===== src/rtl/mem_port_arbiter.sv =====
// Arbitrates a single fixed-latency memory between the fetch and data ports.
// Define ARB_RR_EN for a round-robin tie-break; the default build uses fixed data-over-fetch priority.
module mem_port_arbiter #(
  parameter int ADDR_WIDTH  = 32,
  parameter int DATA_WIDTH  = 32,
  parameter int MEM_LATENCY = 2
) (
  input  logic                  clk,
  input  logic                  rst_n,
  input  logic                  i_req,
  input  logic [ADDR_WIDTH-1:0] i_addr,
  output logic                  i_rvalid,
  output logic [DATA_WIDTH-1:0] i_rdata,
  output logic                  i_stall,
  input  logic                  d_req,
  input  logic                  d_we,
  input  logic [ADDR_WIDTH-1:0] d_addr,
  input  logic [DATA_WIDTH-1:0] d_wdata,
  output logic                  d_rvalid,
  output logic [DATA_WIDTH-1:0] d_rdata,
  output logic                  d_stall,
  output logic                  mem_en,
  output logic                  mem_we,
  output logic [ADDR_WIDTH-1:0] mem_addr,
  output logic [DATA_WIDTH-1:0] mem_wdata,
  input  logic [DATA_WIDTH-1:0] mem_rdata
);
  typedef enum logic [1:0] {IDLE, BUSY, RESP} state_t;

  state_t     state, state_nxt;
  logic [3:0] cnt, cnt_nxt;
  logic       owner, owner_nxt;   // 1 = data port owns the access
  logic       we, we_nxt;
  logic       any_req, gnt_d;

  assign any_req = i_req | d_req;

`ifdef ARB_RR_EN
  logic last_gnt;                 // 1 = data won the last grant
  always_ff @(posedge clk or negedge rst_n)
    if (!rst_n)                       last_gnt <= 1'b1;
    else if (state == IDLE && any_req) last_gnt <= gnt_d;
  assign gnt_d = d_req & (~i_req | ~last_gnt);
`else
  assign gnt_d = d_req;
`endif

  always_comb begin
    state_nxt = state;
    cnt_nxt   = cnt;
    owner_nxt = owner;
    we_nxt    = we;
    mem_en    = 1'b0;
    mem_we    = 1'b0;
    mem_addr  = '0;
    mem_wdata = '0;
    case (state)
      IDLE: begin
        // Grant strobe is gated by reset so every output is quiet while held in reset.
        if (any_req && rst_n) begin
          mem_en    = 1'b1;
          mem_we    = gnt_d & d_we;
          mem_addr  = gnt_d ? d_addr : i_addr;
          mem_wdata = gnt_d ? d_wdata : '0;
          owner_nxt = gnt_d;
          we_nxt    = gnt_d & d_we;
          cnt_nxt   = 4'(MEM_LATENCY - 1);
          state_nxt = BUSY;
        end
      end
      BUSY: begin
        if (cnt == 4'd0) state_nxt = RESP;
        else             cnt_nxt   = cnt - 4'd1;
      end
      RESP:    state_nxt = IDLE;
      default: state_nxt = IDLE;
    endcase
  end

  always_ff @(posedge clk or negedge rst_n) begin
    if (!rst_n) begin
      state <= IDLE;
      cnt   <= '0;
      owner <= 1'b0;
      we    <= 1'b0;
    end else begin
      state <= state_nxt;
      cnt   <= cnt_nxt;
      owner <= owner_nxt;
      we    <= we_nxt;
    end
  end

  always_ff @(posedge clk or negedge rst_n) begin
    if (!rst_n) begin
      i_rdata <= '0;
      d_rdata <= '0;
    end else if (state == BUSY && cnt == 4'd0 && !we) begin
      if (owner) d_rdata <= mem_rdata;
      else       i_rdata <= mem_rdata;
    end
  end

  assign i_rvalid = (state == RESP) & ~owner;
  assign d_rvalid = (state == RESP) &  owner;
  assign i_stall  = rst_n & i_req & ~i_rvalid;
  assign d_stall  = rst_n & d_req & ~d_rvalid;
endmodule

===== config.mk =====
export PLATFORM = sky130hd
export DESIGN_NAME = mem_port_arbiter
export DESIGN_NICKNAME = d
export VERILOG_FILES = /design/src/rtl/mem_port_arbiter.sv
export SDC_FILE = /design/constraint.sdc
export NUM_CORES = 1
export LEC_CHECK = 0
export CAP_MARGIN = 25
export CORE_ASPECT_RATIO = 0.6
export CORE_MARGIN = 1
export CORE_UTILIZATION = 31
export DETAILED_ROUTE_END_ITERATION = 8
export PLACE_DENSITY = 0.85
export SLEW_MARGIN = 20
export SYNTH_ARGS = -nofsm -noshare
export SYNTH_HDL_FRONTEND = slang
export SYNTH_SLANG_ARGS = --single-unit

===== constraint.sdc =====
create_clock -name clk -period 2.4 [get_ports clk]
set_clock_uncertainty 0.2 [all_clocks]
set_input_delay 0.72 -clock clk [delete_from_list [all_inputs] [get_ports clk]]
set_output_delay 0.72 -clock clk [all_outputs]
set_load 0.005 [all_outputs]

==> results.cfg, run 1 <==
[sta]
max-slew-margin-rel_pct = 52.9
hold_viol = 0
final-max-slew-violation-count = 0
final.min_clock_period_ns = 2.65
finalHoldWorstSlack_ns = 0.143
worstMarginPinSlew_ns = 0.706
setup_ws_ns = -0.247
finalSetupViolCount = 66
fmax_mhz = 378
rsz0062_at_grt = yes
fin_crit_sh_pct = 110

[clock_tree]
clock_path_buffers = 2
cts_tree = done
cts_root_buf = clkbuf_16
htreeDepth = 3
cts_buffers = 9
cts.hold.buffers_added = 0
cts_sinks = 72
clkSlewWorstSetupHoldPaths_ns = 0.06
clock_latency_ns = 0.32

[logic_synthesis]
synth_edf_count = 0
synthCells = 290
ys_types = 31
synth-seq-area-share_pct = 49.3
synth.avg_cell_area_um2 = 12.6
synth_flop_cell = dfrtp_1
async_reset_ff_share_pct = 100
synth_area_leaders = dfrtp_1, mux2_4, mux2_2
synth_top_area_share_pct = 49.3
postSynthNetCount = 424
synth-seq-cells = 72
synth_top_area_cell = dfrtp_1
ys_warn_count = 0
synth.cell_area_um2 = 3650

[final_layout]
syn2layout_area_growth_pct = 96.4
antenna_cells = 0
final_nets = 721
final_util_pct = 63.0
drive_gt1_share_pct = 38.2

[flow_run]
cap_violations = 0

[placed_design]
dp_hpwl_um = 9090
gp_congestion = 0.784
io_buffers = 266

[setup_path]
cp_max_fo = 8
crit_arrival_ns = 1.73
crit_type = primary input to output pin
reg2reg_from = cnt[0]$_DFFE_PN0P_
crit_start = d_req
cp_top_family = buffers and inverters
slowest_delay_ns = 0.33
path_buf_inv = 4
crit_required_ns = 1.48
reg2reg_depth = 6
worstSetupPathDepth = 6
path_cells = buf_12 -> buf_6 -> o21ai_4 -> clkbuf_16 -> nor2_2 -> buf_2
crit_path_end = mem_addr[11]
rrSetupSlack_ns = 0.09
cpMaxStageDelayCell = o21ai_4
cp-end-kind = output pin
r2r_end = i_rdata[0]$_DFFE_PN0P_
cp-start-kind = primary input

[drt]
num_vias = 3459
ant_nets = 0
drt-wirelength-per-cell_um = 16.9
vias_per_cell = 4.60
drcViolationCount = 0
drt_pass1_iterations = 4
drtIter0Drc = 68
routed_wl_um = 12700

[run_status]
violations = negative setup slack
status = finished with violations

[grt]
met1_usage_pct = 23.1
grt.overflow.total = 0
met3_usage_pct = 4.02
grt_first_pass_wirelength_um = 18700
top_usage_layer = met2
grt_pass1_vias = 3659
grt_max_degree = 57
grt_usage_pct = 19.9
grt_util_met2_pct = 37.3
antenna_found_initial = 0

[power]
vdd.ir_drop.worst_mv = 0.390
p_leak_nw = 3.43
p_per_area_nw_per_um2 = 1020

[floorplan]
boundaryPins = 267
core-area_um2 = 11400
die_w_um = 142
chipHeight_um = 86.1
initial_core_util_pct = 32.1
fp.dieArea_um2 = 12200
row_count = 30

[min_path]
hold_class = primary input to async pin
## layer usage
metal	vias to the layer above	part of all wire [%]
li1	1616	-
met4	0	1.4
met2	143	52
met3	13	5.9
met1	1687	41
met5	-	0
## per-stage QoR
stage	worst slack, ns	instances	power (mW)	area, µm²	setup TNS [ns]
after floorplan	-0.00882	290	3.49	3680	-0.00882
after global placement	-0.611	721	5.44	6630	-36.82
after detailed placement	-0.666	721	5.57	6630	-38.03
after CTS	-0.280	748	7.27	7060	-12.81
after global routing	-0.287	752	7.71	7170	-14.37
final	-0.247	752	7.30	7170	-11.02
## worst reg2reg max path, stage by stage, from the launching register on
cell,delay (ns)
dfrtp_1,0.38
inv_1,0.06
ha_1,0.15
or3b_4,0.38
or4_4,0.49
buf_12,0.20
mux2_1,0.32
## flip-flops by register name, indices dropped and copies added (netlist names)
name / count
i_rdata: 32
we: 1
cnt: 4
d_rdata: 32
owner: 1
state: 2
## cells in the final DEF, fill, tap and decap left out, types with 7 or more instances in the layout
master           netlist  layout
and3_1                33      27
buf_12                 3       7
buf_2                  0      56
buf_4                  0      24
buf_6                  1      12
clkbuf_16              0      12
clkdlybuf4s50_1        0     193
dfrtp_1               72      72
mux2_2                33      33
mux2_4                30      30
mux2i_1               33      33
nor2_1                37      13
nor2_4                 0      19
## worst min-delay path by stage
stage	cells past startpoint	endpoint	from	slack, ns
finish	2	cnt[0]$_DFFE_PN0P_	rst_n	0.14
detailed placement	1	i_rdata[1]$_DFFE_PN0P_	i_rdata[1]$_DFFE_PN0P_	0.29
global placement	1	i_rdata[1]$_DFFE_PN0P_	i_rdata[1]$_DFFE_PN0P_	0.27
floorplan	0	cnt[0]$_DFFE_PN0P_	rst_n	0.22
CTS	2	cnt[0]$_DFFE_PN0P_	rst_n	0.13
global route	2	cnt[0]$_DFFE_PN0P_	rst_n	0.15
## cell families (layout without fill, tap and decap cells)
group | count (synthesis) | count (layout) | synth area share (%)
simple gates | 87 | 87 | 12.7
fa+ha+maj | 1 | 1 | 0.343
buf+inv | 24 | 326 | 4.01
mux | 98 | 98 | 32.2
compound gates | 8 | 8 | 1.37
flops | 72 | 72 | 49.3
## layout make-up
cell class	instances	area, µm²
Sequential cell	72	1800
Inverter	3	13.8
Timing Repair Buffer	307	2910
Clock buffer	10	239
Fill cell	892	4200
Tap cell	160	200
Multi-Input combinational cell	194	1910
Clock inverter	6	90.1
## what timing repair did
item / CTS / global route
gates resized for setup: 270 / 74
gates cloned: 5 / 4
pin swaps: 2 / 31
endpoints found under the setup margin: 102 / 68
setup buffers: 6 / 2
## synthesized netlist by cell type (2+ instances only)
cell type and count:
and3_1 33, buf_12 3, clkbuf_1 17, dfrtp_1 72
inv_1 3, mux2_1 2, mux2_2 33, mux2_4 30
mux2i_1 33, nand2_1 3, nand3_1 2, nor2_1 37
nor3b_1 2, o21ai_0 2, or4_1 2
## report_power, final
part           switching (mW)  internal (mW)  leakage [nW]
registers               0.364           1.84         0.846
clock network           0.503          0.943         0.159
logic                    1.19           2.47          2.43
Note: power is estimated with default switching activity, not from simulation.
==> inputs of run 2 (changes only) <==
--- a/config.mk
+++ b/config.mk
@@ -11,6 +11,7 @@
 export CORE_UTILIZATION = 31
 export DETAILED_ROUTE_END_ITERATION = 8
 export PLACE_DENSITY = 0.85
+export RECOVER_POWER = 25
 export SLEW_MARGIN = 20
 export SYNTH_ARGS = -nofsm -noshare
 export SYNTH_HDL_FRONTEND = slang
==> run 2 against run 1 <==
Fmax is essentially flat. Sequential cell count is the same. Critical path type unchanged. Power shrank 0.13%. The flow still finishes with violations (negative setup slack). Cell count is the same. Sequential power is essentially flat. Setup slack lost 0.00077 ns. Critical endpoint unchanged. Largest cell class unchanged. Combinational power is essentially flat. Critical path depth is the same. Non-clock buffer count is the same. Routed wire length is essentially flat. Clock-buffer cell count is the same.
==> results.cfg, run 2 (synthesized netlist as in run 1, its figures left out) <==
[grt]
grt_first_pass_wirelength_um = 18700
antenna_found_initial = 0
grt.overflow.total = 0
grt_pass1_vias = 3659
grt_max_degree = 57
grt_usage_pct = 19.9

[clock_tree]
cts_root_buf = clkbuf_16
cts_sinks = 72
clock_path_buffers = 2
cts_buffers = 9
htreeDepth = 3
clkSlewWorstSetupHoldPaths_ns = 0.06
cts.hold.buffers_added = 0
cts_tree = done
clock_latency_ns = 0.32

[min_path]
hold_class = primary input to async pin

[floorplan]
fp.dieArea_um2 = 12200
core-area_um2 = 11400
die_w_um = 142
row_count = 30
initial_core_util_pct = 32.1
boundaryPins = 267
chipHeight_um = 86.1

[setup_path]
crit_arrival_ns = 1.73
cp-end-kind = output pin
crit_required_ns = 1.48
cp-start-kind = primary input
cp_max_fo = 8
crit_type = primary input to output pin
rrSetupSlack_ns = 0.10

[drt]
num_vias = 3467
vias_per_cell = 4.61
drtIter0Drc = 68
drt-wirelength-per-cell_um = 16.9
ant_nets = 0
routed-wl-met3_um = 754
top_layer_used = met4
drcViolationCount = 0
routed_wl_um = 12700
wl_met2_um = 6610
drt_pass1_iterations = 4
drt-met1-wl_um = 5140

[final_layout]
fillers = 893
fin_area_um2 = 7170
reg.largest.list = d_rdata: 32 flops, i_rdata: 32 flops, cnt: 4 flops
antenna_cells = 0
final_common_cell = clkdlybuf4s50_1
drive_gt1_share_pct = 38.0
final_nets = 721
layout_common_cells = clkdlybuf4s50_1, dfrtp_1, buf_2
syn2layout_area_growth_pct = 96.3

[placed_design]
gp_congestion = 0.784
placed_area_um2 = 6630
dp_hpwl_um = 9090
place_ws_ns = -0.666
io_buffers = 266

[sta]
finalSetupViolCount = 66
setup_tns_ns = -11.04
worstMarginPinSlew_ns = 1.24
setup_ws_ns = -0.248
finalHoldWorstSlack_ns = 0.143
final.min_clock_period_ns = 2.65
rsz0062_at_grt = yes
fmax_mhz = 378
max-slew-margin-rel_pct = 17.5
fin_crit_sh_pct = 110
final-max-slew-violation-count = 0
hold_viol = 0

[run_status]
violations = negative setup slack
status = finished with violations

[power]
p_per_area_nw_per_um2 = 1020
p_leak_nw = 3.43
vdd.ir_drop.worst_mv = 0.390
finalPower_mw = 7.30

[flow_run]
cap_violations = 0
## run 2: worst paths after layout
kind,start,end,cells past startpoint
max in group asynchronous,rst_n,i_rdata[6]$_DFFE_PN0P_,3
hold reg to reg,i_rdata[1]$_DFFE_PN0P_,i_rdata[1]$_DFFE_PN0P_,1
setup / recovery,d_req,mem_addr[11],6
min in group clk,i_rdata[1]$_DFFE_PN0P_,i_rdata[1]$_DFFE_PN0P_,1
hold / removal,rst_n,cnt[0]$_DFFE_PN0P_,2
setup reg to reg,cnt[0]$_DFFE_PN0P_,i_rdata[0]$_DFFE_PN0P_,6
## run 2: power breakdown
group / switching [mW] / internal [mW] / leakage, nW
Combinational: 1.19 / 2.46 / 2.42
Sequential: 0.364 / 1.84 / 0.846
Clock: 0.503 / 0.943 / 0.159
Total: 2.06 / 5.24 / 3.43
## run 2: timing repair
action	CTS	global route
gates cloned	5	4
endpoints found under the setup margin	102	68
setup buffers	6	2
gates resized for setup	270	74
pin swaps	2	31
## run 2: area by class of cell
| class | instances | area (µm²) | area share, % |
|---|---|---|---|
| tap | 160 | 200 | 2.79 |
| sequential | 72 | 1800 | 25.1 |
| multi-input combinational | 194 | 1910 | 26.7 |
| clock inverter | 6 | 90.1 | 1.26 |
| clock buffer | 10 | 239 | 3.34 |
| inverter | 3 | 13.8 | 0.192 |
| timing repair buffer | 307 | 2910 | 40.6 |
## run 2: stage by stage
stage                     cells  util [%]
after global placement      721      58.3
final                       752      63.0
after floorplan             290         -
after detailed placement    721      58.3
after global routing        752      63.0
after CTS                   748      62.1
## run 2: metal layers
layer	track usage (%)	up-vias
met1	23.1	1693
met4	5.77	0
met2	37.3	143
li1	-	1618
met3	4.02	13
met5	0	-
## run 2: worst max-delay path: stages
cell and delay [ns]:
buf_12 0.11, buf_6 0.11, o21ai_4 0.34, clkbuf_16 0.26, nor2_2 0.05, buf_2 0.13
